[config.mk]
export PLATFORM = sky130hd
export DESIGN_NAME = pc_gen_flat
export DESIGN_NICKNAME = d
export VERILOG_FILES = /design/src/rtl/core_pkg.sv /design/src/rtl/pc_gen_if.sv /design/src/rtl/sync_fifo_clr.sv /design/src/rtl/pc_gen.sv /design/src/flat_wrapper.sv
export SDC_FILE = /design/constraint.sdc
export NUM_CORES = 1
export LEC_CHECK = 0
export ABC_CLOCK_PERIOD_IN_PS = 3100
export CAP_MARGIN = 10
export CORE_MARGIN = 2
export CORE_UTILIZATION = 50
export CTS_CLUSTER_DIAMETER = 100
export DETAILED_ROUTE_END_ITERATION = 10
export PLACE_DENSITY_LB_ADDON = 0.2
export SYNTH_ARGS = -nofsm -noshare
export SYNTH_HDL_FRONTEND = slang
export SYNTH_SLANG_ARGS = --single-unit
[constraint.sdc]
create_clock -name clk -period 3.1 [get_ports clk]
set_input_delay 0.465 -clock clk [delete_from_list [all_inputs] [get_ports clk]]
set_output_delay 0.465 -clock clk [all_outputs]
set_load 0.02 [all_outputs]
[src/rtl/core_pkg.sv]
// Shared core definitions: pc_gen state encoding and common constants.
package core_pkg;

    typedef enum logic [1:0] {BOOT, RUN, FLUSH} pc_gen_state_t;

    localparam logic [31:0] PC_INC    = 32'd4;
    localparam logic [31:0] NOP_INSTR = 32'h0000_0013;  // addi x0, x0, 0

endpackage

[src/rtl/pc_gen_if.sv]
// pc_gen <-> fetch/decode/mem signal bundle.
// PC_GEN_ALIGN_CHECK_EN adds the MISALIGN_SG output.
interface pc_gen_if;

    logic        DEC2IF_POP_SI;
    logic [31:0] PC_RD;
    logic        DEC2IF_EMPTY_SD;
    logic        EXCEPTION_SM;
    logic [31:0] MTVEC_VALUE_RM;
    logic        MRET_SM;
    logic [31:0] MEPC_SM;
    logic        BRANCH_TAKEN_SD;
    logic [31:0] BRANCH_ADR_SD;
    logic        IF2DEC_FLUSH_SD;
    logic [31:0] NEXT_PC_RG;
`ifdef PC_GEN_ALIGN_CHECK_EN
    logic        MISALIGN_SG;
`endif

    modport master (
        input  DEC2IF_POP_SI,
        input  EXCEPTION_SM,
        input  MTVEC_VALUE_RM,
        input  MRET_SM,
        input  MEPC_SM,
        input  BRANCH_TAKEN_SD,
        input  BRANCH_ADR_SD,
        output PC_RD,
        output DEC2IF_EMPTY_SD,
        output IF2DEC_FLUSH_SD,
        output NEXT_PC_RG
`ifdef PC_GEN_ALIGN_CHECK_EN
        , output MISALIGN_SG
`endif
    );

    modport slave (
        output DEC2IF_POP_SI,
        output EXCEPTION_SM,
        output MTVEC_VALUE_RM,
        output MRET_SM,
        output MEPC_SM,
        output BRANCH_TAKEN_SD,
        output BRANCH_ADR_SD,
        input  PC_RD,
        input  DEC2IF_EMPTY_SD,
        input  IF2DEC_FLUSH_SD,
        input  NEXT_PC_RG
`ifdef PC_GEN_ALIGN_CHECK_EN
        , input MISALIGN_SG
`endif
    );

endinterface

[src/rtl/sync_fifo_clr.sv]
// Synchronous FIFO with synchronous clear and a registered head/empty flag.
module sync_fifo_clr #(
    parameter int unsigned Width = 32,
    parameter int unsigned Depth = 2,
    parameter int unsigned PtrW  = $clog2(Depth)
) (
    input  logic             clk,
    input  logic             reset_n,
    input  logic             clr,
    input  logic             push,
    input  logic             pop,
    input  logic [Width-1:0] din,
    output logic             full,
    output logic             empty,
    output logic [Width-1:0] dout
);

    localparam logic [PtrW:0] FullCnt = (PtrW+1)'(Depth);

    logic [Width-1:0] mem_q [Depth];
    logic [PtrW-1:0]  wr_ptr_q, rd_ptr_q, rd_ptr_nxt;
    logic [PtrW:0]    count_q, count_d;
    logic [Width-1:0] head_q, head_d;
    logic             empty_q;
    logic             pop_ok, push_ok;

    always_comb begin
        pop_ok     = pop && (count_q != '0);
        push_ok    = push && ((count_q != FullCnt) || pop_ok);
        rd_ptr_nxt = rd_ptr_q + 1'b1;

        count_d = count_q;
        if (push_ok && !pop_ok) begin
            count_d = count_q + 1'b1;
        end else if (pop_ok && !push_ok) begin
            count_d = count_q - 1'b1;
        end

        // Head follows the entry behind the popped one, or the incoming
        // word when the queue would otherwise run dry.
        head_d = head_q;
        if (pop_ok) begin
            if (count_q > (PtrW+1)'(1)) begin
                head_d = mem_q[rd_ptr_nxt];
            end else if (push_ok) begin
                head_d = din;
            end
        end else if ((count_q == '0) && push_ok) begin
            head_d = din;
        end
    end

    always_ff @(posedge clk or negedge reset_n) begin
        if (!reset_n) begin
            wr_ptr_q <= '0;
            rd_ptr_q <= '0;
            count_q  <= '0;
            head_q   <= '0;
            empty_q  <= 1'b1;
        end else if (clr) begin
            wr_ptr_q <= '0;
            rd_ptr_q <= '0;
            count_q  <= '0;
            head_q   <= '0;
            empty_q  <= 1'b1;
        end else begin
            if (push_ok) begin
                wr_ptr_q <= wr_ptr_q + 1'b1;
            end
            if (pop_ok) begin
                rd_ptr_q <= rd_ptr_nxt;
            end
            count_q <= count_d;
            head_q  <= head_d;
            empty_q <= (count_d == '0);
        end
    end

    always_ff @(posedge clk) begin
        if (push_ok && !clr) begin
            mem_q[wr_ptr_q] <= din;
        end
    end

    assign full  = (count_q == FullCnt);
    assign empty = empty_q;
    assign dout  = head_q;

endmodule

[src/rtl/pc_gen.sv]
// Sequential PC generator feeding the dec2if queue, with redirect handling.
// PC_GEN_ALIGN_CHECK_EN: misaligned redirect targets are replaced by MTVEC.
module pc_gen
    import core_pkg::*;
#(
    parameter logic [31:0] RESET_ADR = 32'h0001_0000,
    parameter int unsigned DEPTH     = 2
) (
    input logic      clk,
    input logic      reset_n,
    pc_gen_if.master bus
);

    localparam int unsigned PTR_W = $clog2(DEPTH);

    pc_gen_state_t state_q;
    logic [31:0]   next_pc_q;
    logic [31:0]   target;
    logic [31:0]   load_pc;
    logic [31:0]   head;
    logic          redirect;
    logic          pop_req;
    logic          push_req;
    logic          fifo_full;
    logic          fifo_empty;
    logic          flush_q;

    always_comb begin
        redirect = (bus.EXCEPTION_SM || bus.MRET_SM || bus.BRANCH_TAKEN_SD) && (state_q != BOOT);
        if (bus.EXCEPTION_SM) begin
            target = bus.MTVEC_VALUE_RM;
        end else if (bus.MRET_SM) begin
            target = bus.MEPC_SM;
        end else begin
            target = bus.BRANCH_ADR_SD;
        end
        pop_req  = (state_q == RUN) && bus.DEC2IF_POP_SI && !redirect;
        push_req = (state_q == RUN) && !redirect && (!fifo_full || (pop_req && !fifo_empty));
    end

`ifdef PC_GEN_ALIGN_CHECK_EN
    logic misalign;
    logic misalign_q;
    assign misalign        = (target[1:0] != 2'b00);
    assign load_pc         = misalign ? bus.MTVEC_VALUE_RM : target;
    assign bus.MISALIGN_SG = misalign_q;
`else
    assign load_pc = target;
`endif

    always_ff @(posedge clk or negedge reset_n) begin
        if (!reset_n) begin
            state_q   <= BOOT;
            next_pc_q <= RESET_ADR;
            flush_q   <= 1'b0;
`ifdef PC_GEN_ALIGN_CHECK_EN
            misalign_q <= 1'b0;
`endif
        end else begin
            flush_q <= 1'b0;
`ifdef PC_GEN_ALIGN_CHECK_EN
            misalign_q <= 1'b0;
`endif
            unique case (state_q)
                BOOT: state_q <= RUN;
                RUN, FLUSH: begin
                    // A redirect during FLUSH restarts the flush with the newer target.
                    if (redirect) begin
                        state_q   <= FLUSH;
                        flush_q   <= 1'b1;
                        next_pc_q <= load_pc;
`ifdef PC_GEN_ALIGN_CHECK_EN
                        misalign_q <= misalign;
`endif
                    end else begin
                        state_q <= RUN;
                        if (push_req) begin
                            next_pc_q <= next_pc_q + PC_INC;
                        end
                    end
                end
                default: state_q <= BOOT;
            endcase
        end
    end

    sync_fifo_clr #(
        .Width (32),
        .Depth (DEPTH),
        .PtrW  (PTR_W)
    ) u_dec2if_q (
        .clk     (clk),
        .reset_n (reset_n),
        .clr     (redirect),
        .push    (push_req),
        .pop     (pop_req),
        .din     (next_pc_q),
        .full    (fifo_full),
        .empty   (fifo_empty),
        .dout    (head)
    );

    assign bus.PC_RD           = head;
    assign bus.DEC2IF_EMPTY_SD = fifo_empty;
    assign bus.IF2DEC_FLUSH_SD = flush_q;
    assign bus.NEXT_PC_RG      = next_pc_q;

endmodule

[src/flat_wrapper.sv]
// flat-port wrapper written by rule: the top's interface ports become plain ports
module pc_gen_flat import core_pkg::*;
#(
    parameter logic [31:0] RESET_ADR = 32'h0001_0000,
    parameter int unsigned DEPTH     = 2
)
  (clk, reset_n, bus_DEC2IF_POP_SI, bus_EXCEPTION_SM, bus_MTVEC_VALUE_RM, bus_MRET_SM, bus_MEPC_SM, bus_BRANCH_TAKEN_SD, bus_BRANCH_ADR_SD, bus_PC_RD, bus_DEC2IF_EMPTY_SD, bus_IF2DEC_FLUSH_SD, bus_NEXT_PC_RG);
  pc_gen_if bus_i ();
  input logic clk;
  input logic reset_n;
  input wire logic [$bits(bus_i.DEC2IF_POP_SI)-1:0] bus_DEC2IF_POP_SI;
  input wire logic [$bits(bus_i.EXCEPTION_SM)-1:0] bus_EXCEPTION_SM;
  input wire logic [$bits(bus_i.MTVEC_VALUE_RM)-1:0] bus_MTVEC_VALUE_RM;
  input wire logic [$bits(bus_i.MRET_SM)-1:0] bus_MRET_SM;
  input wire logic [$bits(bus_i.MEPC_SM)-1:0] bus_MEPC_SM;
  input wire logic [$bits(bus_i.BRANCH_TAKEN_SD)-1:0] bus_BRANCH_TAKEN_SD;
  input wire logic [$bits(bus_i.BRANCH_ADR_SD)-1:0] bus_BRANCH_ADR_SD;
  output wire logic [$bits(bus_i.PC_RD)-1:0] bus_PC_RD;
  output wire logic [$bits(bus_i.DEC2IF_EMPTY_SD)-1:0] bus_DEC2IF_EMPTY_SD;
  output wire logic [$bits(bus_i.IF2DEC_FLUSH_SD)-1:0] bus_IF2DEC_FLUSH_SD;
  output wire logic [$bits(bus_i.NEXT_PC_RG)-1:0] bus_NEXT_PC_RG;
  assign bus_i.DEC2IF_POP_SI = bus_DEC2IF_POP_SI;
  assign bus_i.EXCEPTION_SM = bus_EXCEPTION_SM;
  assign bus_i.MTVEC_VALUE_RM = bus_MTVEC_VALUE_RM;
  assign bus_i.MRET_SM = bus_MRET_SM;
  assign bus_i.MEPC_SM = bus_MEPC_SM;
  assign bus_i.BRANCH_TAKEN_SD = bus_BRANCH_TAKEN_SD;
  assign bus_i.BRANCH_ADR_SD = bus_BRANCH_ADR_SD;
  assign bus_PC_RD = bus_i.PC_RD;
  assign bus_DEC2IF_EMPTY_SD = bus_i.DEC2IF_EMPTY_SD;
  assign bus_IF2DEC_FLUSH_SD = bus_i.IF2DEC_FLUSH_SD;
  assign bus_NEXT_PC_RG = bus_i.NEXT_PC_RG;
  pc_gen #(.RESET_ADR(RESET_ADR), .DEPTH(DEPTH)) u_core (.clk(clk), .reset_n(reset_n), .bus(bus_i));
endmodule
Yosys cells after proc, flatten, opt, wreduce, memory -nomap -nowiden. Memories as Yosys holds them, arrays and structs flattened. Index checks and enable logic that the tools add are counted.

RAM bits: 64. Flip-flop bits (word level): 72. Memories kept: 1. Output and inout port bits: 66.

Memories: u_core.u_dec2if_q.mem_q (words 2, width 32, read ports 1, clocked after Yosys merged registers in 0, write ports 1, RTL line sync_fifo_clr.sv:20) `logic [Width-1:0] mem_q [Depth];`.

Add/sub/neg operators: 5. $lt $le $gt $ge: 1. Mux-type cells: 23. Reductions and logical operators: 33. Equality and inequality tests: 5.

Operators with widths (count): two-way mux 32 bit (9); adder 32 x 3 -> 32 bit (second input constant) (1); logical AND 1 bit (12); nonzero test 2 bit (5); two-way mux 1 bit (9); two-way mux 2 bit (4); zero test 2 bit (3); zero test 1 bit (5); == test 2 bit (second input constant) (2); logical OR 1 bit (4); inequality test 4 x 1 -> 1 bit (second input constant) (1); one-hot mux 2 bit (2 select lines) (1); AND reduction 2 bit (2); nonzero test 3 bit (1); adder 1 bit (second input constant) (2); adder 2 x 1 -> 2 bit (second input constant) (1); == test 2 x 1 -> 1 bit (second input constant) (1); > comparator 2 x 1 -> 1 bit (second input constant) (1); inequality test 2 bit (second input constant) (1); OR reduction 2 bit (1); subtractor 2 x 1 -> 2 bit (second input constant) (1).

Logic depth before layout (Yosys ltp). Gate-level depths: netlist of run 1.

Depth after elaboration: 15. Gate-level depth with buffers: 9.

Modules after synthesis. Synthesis of run 1 repeated with hierarchy kept, for this count alone.

Cells, all modules: 672. Area, all modules: 7219.4 um^2.

By module, submodules not included: sync_fifo_clr (cells an instance 322, times used 1, area each 4325.4 um^2, sequential area each 2849.0 um^2); pc_gen (cells an instance 350, times used 1, area each 2894.0 um^2, sequential area each 877.1 um^2).

Worst setup path before layout of run 1. No wires, ideal clock.

Kind: input -> register. From: input bus_MRET_SM. To: memory u_core.u_dec2if_q.mem_q[0][0], enable pin. Required time: 2.708 ns. Path buffers: 3. Library setup time: 0.392 ns. Setup slack: 0.456 ns. Arrival time: 2.252 ns. Stages on the path: 6. Cell sequence: buf_2 > or3_1 > nand2b_1 > buf_4 > buf_2 > and4b_1.

Longest elaborated chain between the ends: 12.

RTL lines: start, declared (RTL line flat_wrapper.sv:14) `input wire logic [$bits(bus_i.MRET_SM)-1:0] bus_MRET_SM;`; logical OR 1 bit * (2 in series) (RTL line pc_gen.sv:29) `redirect = (bus.EXCEPTION_SM || bus.MRET_SM || bus.BRANCH_TAKEN_SD) && (state_q != BOOT);`; logical AND 1 bit * (RTL line pc_gen.sv:29); zero test 1 bit * (RTL line sync_fifo_clr.sv:80, pc_gen.sv:37, pc_gen.sv:38); logical AND 1 bit (RTL line pc_gen.sv:37) `pop_req = (state_q == RUN) && bus.DEC2IF_POP_SI && !redirect;`; logical AND 1 bit (RTL line pc_gen.sv:38) `push_req = (state_q == RUN) && !redirect && (!fifo_full || (pop_req && !fifo_empty));`; logical OR 1 bit (RTL line pc_gen.sv:38); logical AND 1 bit (RTL line pc_gen.sv:38); logical AND 1 bit (RTL line sync_fifo_clr.sv:29) `push_ok = push && ((count_q != FullCnt) || pop_ok);`; logical AND 1 bit * (RTL line sync_fifo_clr.sv:80) `if (push_ok && !clr) begin`; two-way mux 1 bit * (RTL line sync_fifo_clr.sv:80); two-way mux 1 bit (not written as such) * (RTL line sync_fifo_clr.sv:81) `mem_q[wr_ptr_q] <= din;`; end, declared (RTL line sync_fifo_clr.sv:20).

Every way passes the cells marked *; elsewhere a longest branch is shown, timed or not.

Final worst setup path of run 1.
From: register u_core.state_q[1]. To: register u_core.next_pc_q[6], in the netlist u_core.bus.NEXT_PC_RG[6].

Longest elaborated chain between the ends: 9.

RTL lines: start, declared (RTL line pc_gen.sv:16) `pc_gen_state_t state_q;`; start signal, assigned (RTL line pc_gen.sv:53) `state_q <= BOOT;`; start signal, assigned (RTL line pc_gen.sv:65) `BOOT: state_q <= RUN;`; start signal, assigned (RTL line pc_gen.sv:69) `state_q <= FLUSH;`; nonzero test 2 bit (RTL line pc_gen.sv:29); logical AND 1 bit (RTL line pc_gen.sv:29); zero test 1 bit (RTL line pc_gen.sv:37, pc_gen.sv:38); logical AND 1 bit (RTL line pc_gen.sv:37); logical AND 1 bit (RTL line pc_gen.sv:38); logical OR 1 bit (RTL line pc_gen.sv:38); logical AND 1 bit (RTL line pc_gen.sv:38); nonzero test 2 bit (no source line); AND reduction 2 bit (no source line); end signal, assigned (RTL line pc_gen.sv:71) `next_pc_q <= load_pc;`; end signal, assigned (RTL line pc_gen.sv:78) `next_pc_q <= next_pc_q + PC_INC;`; end, declared (RTL line pc_gen.sv:17) `logic [31:0] next_pc_q;`.

Parallel ways exist; a longest one is shown, timed or not. A chain may end at the register's enable or synchronous reset.

==> results of run 1 <==
[Yosys cell counts, types with 7 or more instances]
cell / n / area [sq um]
mux2i_1: 61 / 611
a22o_1: 31 / 272
nand2_1: 52 / 195
nand3_1: 15 / 75.1
and3_1: 9 / 56.3
buf_2: 19 / 95.1
mux2_2: 11 / 124
edfxtp_1: 64 / 1920
o22a_1: 7 / 61.3
nor3_1: 9 / 45.0
nand4_1: 11 / 68.8
clkbuf_1: 20 / 75.1
nor2_1: 61 / 229
a211oi_1: 8 / 60.1
o211ai_1: 8 / 60.1
a21oi_1: 60 / 300
dfrtp_1: 70 / 1750
o21ai_0: 35 / 175
ha_1: 7 / 87.6
[routing by layer]
metal / track usage (%) / wire length, microns / vias up
met3: 6.55 / 1630 / 33
li1: - / - / 2717
met1: 33.9 / 7560 / 2791
met4: 7.18 / 289 / 0
met5: 0 / 0 / -
met2: 42.7 / 9260 / 350
[logic make-up (layout without fill, tap and decap cells)]
logic type / count (synthesis) / in the layout
buffers and inverters: 52 / 221
AOI/OAI and AO/OA: 181 / 181
DFF: 136 / 136
adders and majority gates: 7 / 7
muxes: 72 / 72
xor gates and xnor gates: 3 / 3
and+or+nand+nor: 188 / 188
[worst max-delay path, cell delays in order, from the launching register on]
cell and delay (ps):
dfrtp_1 380, inv_1 80, ha_1 450, nand2_1 140, a21o_1 270, nand2_1 570, o21ai_0 220, a22o_1 270
[through the flow]
step           instance area (sq um)  power [W]
2_1_floorplan                   6920    0.00568
3_3_place_gp                    8720    0.00718
3_5_place_dp                    8720    0.00733
4_1_cts                         9340    0.00946
5_1_grt                         9360     0.0100
6_report                        9360    0.00950
[power by group through the flow]
| stage | clock, W | combinational [W] | sequential (W) |
|---|---|---|---|
| after floorplan | 0 | 0.00210 | 0.00357 |
| after global placement | 0 | 0.00381 | 0.00337 |
| after detailed placement | 0 | 0.00392 | 0.00341 |
| after CTS | 0.00211 | 0.00395 | 0.00340 |
| after global routing | 0.00220 | 0.00431 | 0.00349 |
| final | 0.00210 | 0.00399 | 0.00341 |
[cell type report]
class	count	share of cell area [%]
inverter	6	0.241
sequential	136	39.8
clock inverter	13	1.78
multi-input combinational	451	31.7
clock buffer	19	4.85
timing repair buffer	183	19.2
tap	176	2.35
[state kept, by name, summed over array words and instances, names as in the netlist, 2 cells and up]
register and count:
u_core.bus.NEXT_PC_RG 32, u_core.state_q 2, u_core.u_dec2if_q.count_q 2, u_core.u_dec2if_q.dout 32
u_core.u_dec2if_q.mem_q 64
[path summary, 6_finish.rpt]
path,start,to,slack (ps)
setup / recovery,u_core.state_q[1],u_core.bus.NEXT_PC_RG[6],610
hold / removal,reset_n,u_core.u_dec2if_q.dout[1],190
setup reg to reg,u_core.state_q[1],u_core.bus.NEXT_PC_RG[6],610
hold reg to reg,u_core.u_dec2if_q.dout[1],u_core.u_dec2if_q.dout[1],490
max in group asynchronous,reset_n,u_core.u_dec2if_q.rd_ptr_q,2220
min in group clk,u_core.u_dec2if_q.dout[1],u_core.u_dec2if_q.dout[1],490
==> qor.csv, run 1 <==
metric,value,unit
Worst-Skew Late Latency,410,ps
area of the multi-input gates,2970,sq um
cts repair resizes,0,
Seq cells post-synth,136,
register area share after synthesis,53.9,%
Final nets,904,
IO Pins,168,
GR Overflow Total,0,
Die Ht,122,microns
Synth Area in XOR/XNOR,0.380,%
buffer depth of the longest clock path,2,
Sw Ratio,39.3,%
Post-Synthesis Cells,639,
share of cells above drive strength 1,9.53,%
Final Util,69.8,%
first-pass GRT wire length,29400,microns
number of global-route vias before repair,5681,
Slew headroom,34.7,%
Root Buffer Master,clkbuf_16,
Fin. Hold Viols,0,
"EDFF count, synth",64,
status,"finished, final reports clean",
Pint,0.00577,W
Final Max Slew Viols,0,
clock share of power,22.1,%
initial antenna violation count,0,
CTS H-Tree Depth,4,
worst r2r path cells,7,
Area growth syn-to-layout,35.3,%
fin crit period,2490,ps
CP Class,flop to flop,
Pleak,3.56,nW
sequential share of power,35.9,%
Slew @ Worst Pin,979,ps
"FFs w/ async S/R, synth",52.9,%
top_reg_cell synth,dfrtp_1,
maximum vdd drop,0.604,mV
Final setup viols,0,
RSZ-0062 raised after global routing,false,
worst hold slack,191,ps
GRT Resource Usage Total,25.8,%
Clock Sinks,136,
Place WS,410,ps
largest net degree at the start of global routing,73,
DIE WIDTH,122,microns
Clock Skews,8.88,ps
fmax,0.401,GHz
Ys Warns,0,
Post-CTS Setup Bufs,0,
num rows,42,
Post-Synth Adder-Cell Area,1.27,%
routed wire length,18700,microns
Worst Path Max Fanout,21,
largest family of logic cells by synthesized area,compound AO/OA/AOI/OAI gates,
Synth Area in Compound Gates,17.2,%
number of diodes,0,
CP startpoint kind,flop,
vias per cell,5.99,
Final WS setup,608,ps
drt drc,0,
Comb pwr share,42.0,%
Setup crit end kind,flop,
total CTS buffers,17,
Post-Synth Simple-Gate Area,13.4,%
most frequent cells in the layout,"164 x clkdlybuf4s50_1, 69 x dfrtp_1, 64 x edfxtp_1",
HP Class,primary input to asynchronous set/reset pin,
Final ANT Viol Nets,0,
total die area,14800,sq um
GPL Wtd Cong,0.909,
Post-Syn Area,6920,sq um
Sw Pwr,0.00373,W
"non-filler cells, final",984,
post-DP HPWL,12800,microns
syn avg cell area,10.8,sq um
Fillers,963,
"Reg clk slew, reported paths",60,ps
Register Area,3730,sq um
vias,5891,
cell area power density,1020,nW/um^2
Sum Neg Setup Slack,0,ps
CTS tree,built,
cts hold-fix bufs,0,
First-pass DRT Iterations,6,
1st-iter DRT viols,682,
mux contribution to synthesized area,10.6,%
Buffers on Ports,167,
max cap viols,0,
count of different cell masters after synthesis,60,
WL per Instance,19.0,microns
total nets after synthesis,748,
critical path required time,3400,ps
"commonest non-fill, non-tap cell in the layout",clkdlybuf4s50_1,
crit path DAT,2790,ps
placed insts,951,
Initial Util,51.6,%
Tcrit/Tclk final,80.4,%
Core ar.,13400,sq um
No activity file was read; power rests on OpenSTA's default activity.
==> run 2: changes to the inputs <==
- ABC_CLOCK_PERIOD_IN_PS: 3100 -> 2400
- clock period: 3.1 -> 2.4 ns (I/O delays scaled with it)
==> qor.csv, run 2 (synthesized netlist as in run 1, its figures left out) <==
metric,value,unit
status,"finished, final reports clean",
critical path required time,2660,ps
CTS tree,built,
Slew headroom,65.2,%
share of cells above drive strength 1,12.4,%
Final nets,929,
Clock Sinks,136,
area of the multi-input gates,2970,sq um
Final Max Slew Viols,0,
GRT Resource Usage Total,27.5,%
First-pass DRT Iterations,5,
RSZ-0062 raised after global routing,false,
Fin. Hold Viols,0,
Sum Neg Setup Slack,0,ps
CP Class,flop to flop,
Pleak,3.71,nW
Final ANT Viol Nets,0,
CTS H-Tree Depth,4,
most frequent cells in the layout,"164 x clkdlybuf4s50_1, 68 x dfrtp_1, 64 x edfxtp_1",
fmax,0.465,GHz
buffer depth of the longest clock path,2,
Slew @ Worst Pin,522,ps
Initial Util,51.6,%
DIE WIDTH,122,microns
GR Overflow Total,0,
Worst-Skew Late Latency,410,ps
number of diodes,0,
GPL Wtd Cong,0.904,
"commonest non-fill, non-tap cell in the layout",clkdlybuf4s50_1,
CP startpoint kind,flop,
crit path DAT,2410,ps
total CTS buffers,17,
total die area,14800,sq um
post-DP HPWL,13700,microns
vias per cell,5.89,
initial antenna violation count,0,
Area growth syn-to-layout,39.3,%
largest net degree at the start of global routing,65,
Tcrit/Tclk final,89.5,%
WL met3,1440,microns
WL met1,8070,microns
vias,5942,
IO Pins,168,
Fillers,976,
Post-CTS Setup Bufs,0,
maximum vdd drop,0.664,mV
Clock Skews,9.72,ps
"Reg clk slew, reported paths",60,ps
Top Metal Used,met4,
max reg flops,64,
Die Ht,122,microns
first-pass GRT wire length,31200,microns
fin crit period,2150,ps
Setup crit end kind,flop,
max cap viols,0,
placed insts,976,
met2 WL post-DR,9560,microns
HP Class,primary input to asynchronous set/reset pin,
Worst Path Max Fanout,8,
num rows,42,
Core ar.,13400,sq um
largest reg by FF count,u_core.u_dec2if_q.mem_q,
drt drc,0,
routed wire length,19500,microns
Root Buffer Master,clkbuf_16,
Register Area,3730,sq um
Buffers on Ports,167,
Final setup viols,0,
cell area power density,1320,nW/um^2
Power Total,0.0127,W
1st-iter DRT viols,698,
"non-filler cells, final",1009,
WL per Instance,19.3,microns
number of global-route vias before repair,6012,
-- run 2: area by class of cell --
| class | count | share of cell area (%) |
|---|---|---|
| Tap cell | 176 | 2.29 |
| Sequential cell | 136 | 38.7 |
| Multi-Input combinational cell | 451 | 30.8 |
| Clock inverter | 13 | 1.86 |
| Timing Repair Buffer | 208 | 21.5 |
| Clock buffer | 19 | 4.60 |
| Inverter | 6 | 0.234 |
-- run 2: what timing repair did --
action	4_1_cts	5_1_grt
hold buffers	1	0
endpoints found under the hold margin	28	0
setup endpoints to repair	0	1
resized for setup	0	1
-- run 2: worst max-delay path: stages, from the launching register on --
cell      delay (ps)
dfrtp_1          500
and3_2           320
nand4_4          190
or3_4            480
o311ai_0         350
o211ai_1         160
-- run 2: per-layer routing --
metal	vias to the layer above	track usage (%)
met2	284	46.3
met3	38	5.95
met5	-	0
met4	0	8.62
li1	2765	-
met1	2855	35.9
-- run 2: worst paths after layout --
check / startpoint / end / slack [ps] / cells after the start
min in group clk: u_core.u_dec2if_q.dout[31] / u_core.u_dec2if_q.dout[31] / 480 / 2
setup / recovery: u_core.bus.NEXT_PC_RG[3] / u_core.bus.NEXT_PC_RG[31] / 250 / 5
setup reg to reg: u_core.bus.NEXT_PC_RG[3] / u_core.bus.NEXT_PC_RG[31] / 250 / 5
hold reg to reg: u_core.u_dec2if_q.dout[31] / u_core.u_dec2if_q.dout[31] / 480 / 2
max in group asynchronous: reset_n / u_core.bus.NEXT_PC_RG[16] / 1330 / 3
hold / removal: reset_n / u_core.u_dec2if_q.dout[27] / 420 / 2
-- run 2: stage by stage --
stage	hold WS (ps)	worst slack, ps	instance area (sq um)	utilization, %
6_report	419	251	9630	71.9
2_1_floorplan	64.4	165	6920	-
3_5_place_dp	319	188	9000	67.2
3_3_place_gp	307	242	9000	67.2
4_1_cts	428	213	9630	71.9
5_1_grt	450	44.6	9630	71.9
-- run 2: where the power goes --
| part | internal, W | total (W) | switching, W |
|---|---|---|---|
| combinational | 0.00262 | 0.00585 | 0.00323 |
| clock | 0.00176 | 0.00272 | 0.000964 |
| sequential | 0.00345 | 0.00411 | 0.000664 |
| total | 0.00782 | 0.0127 | 0.00486 |
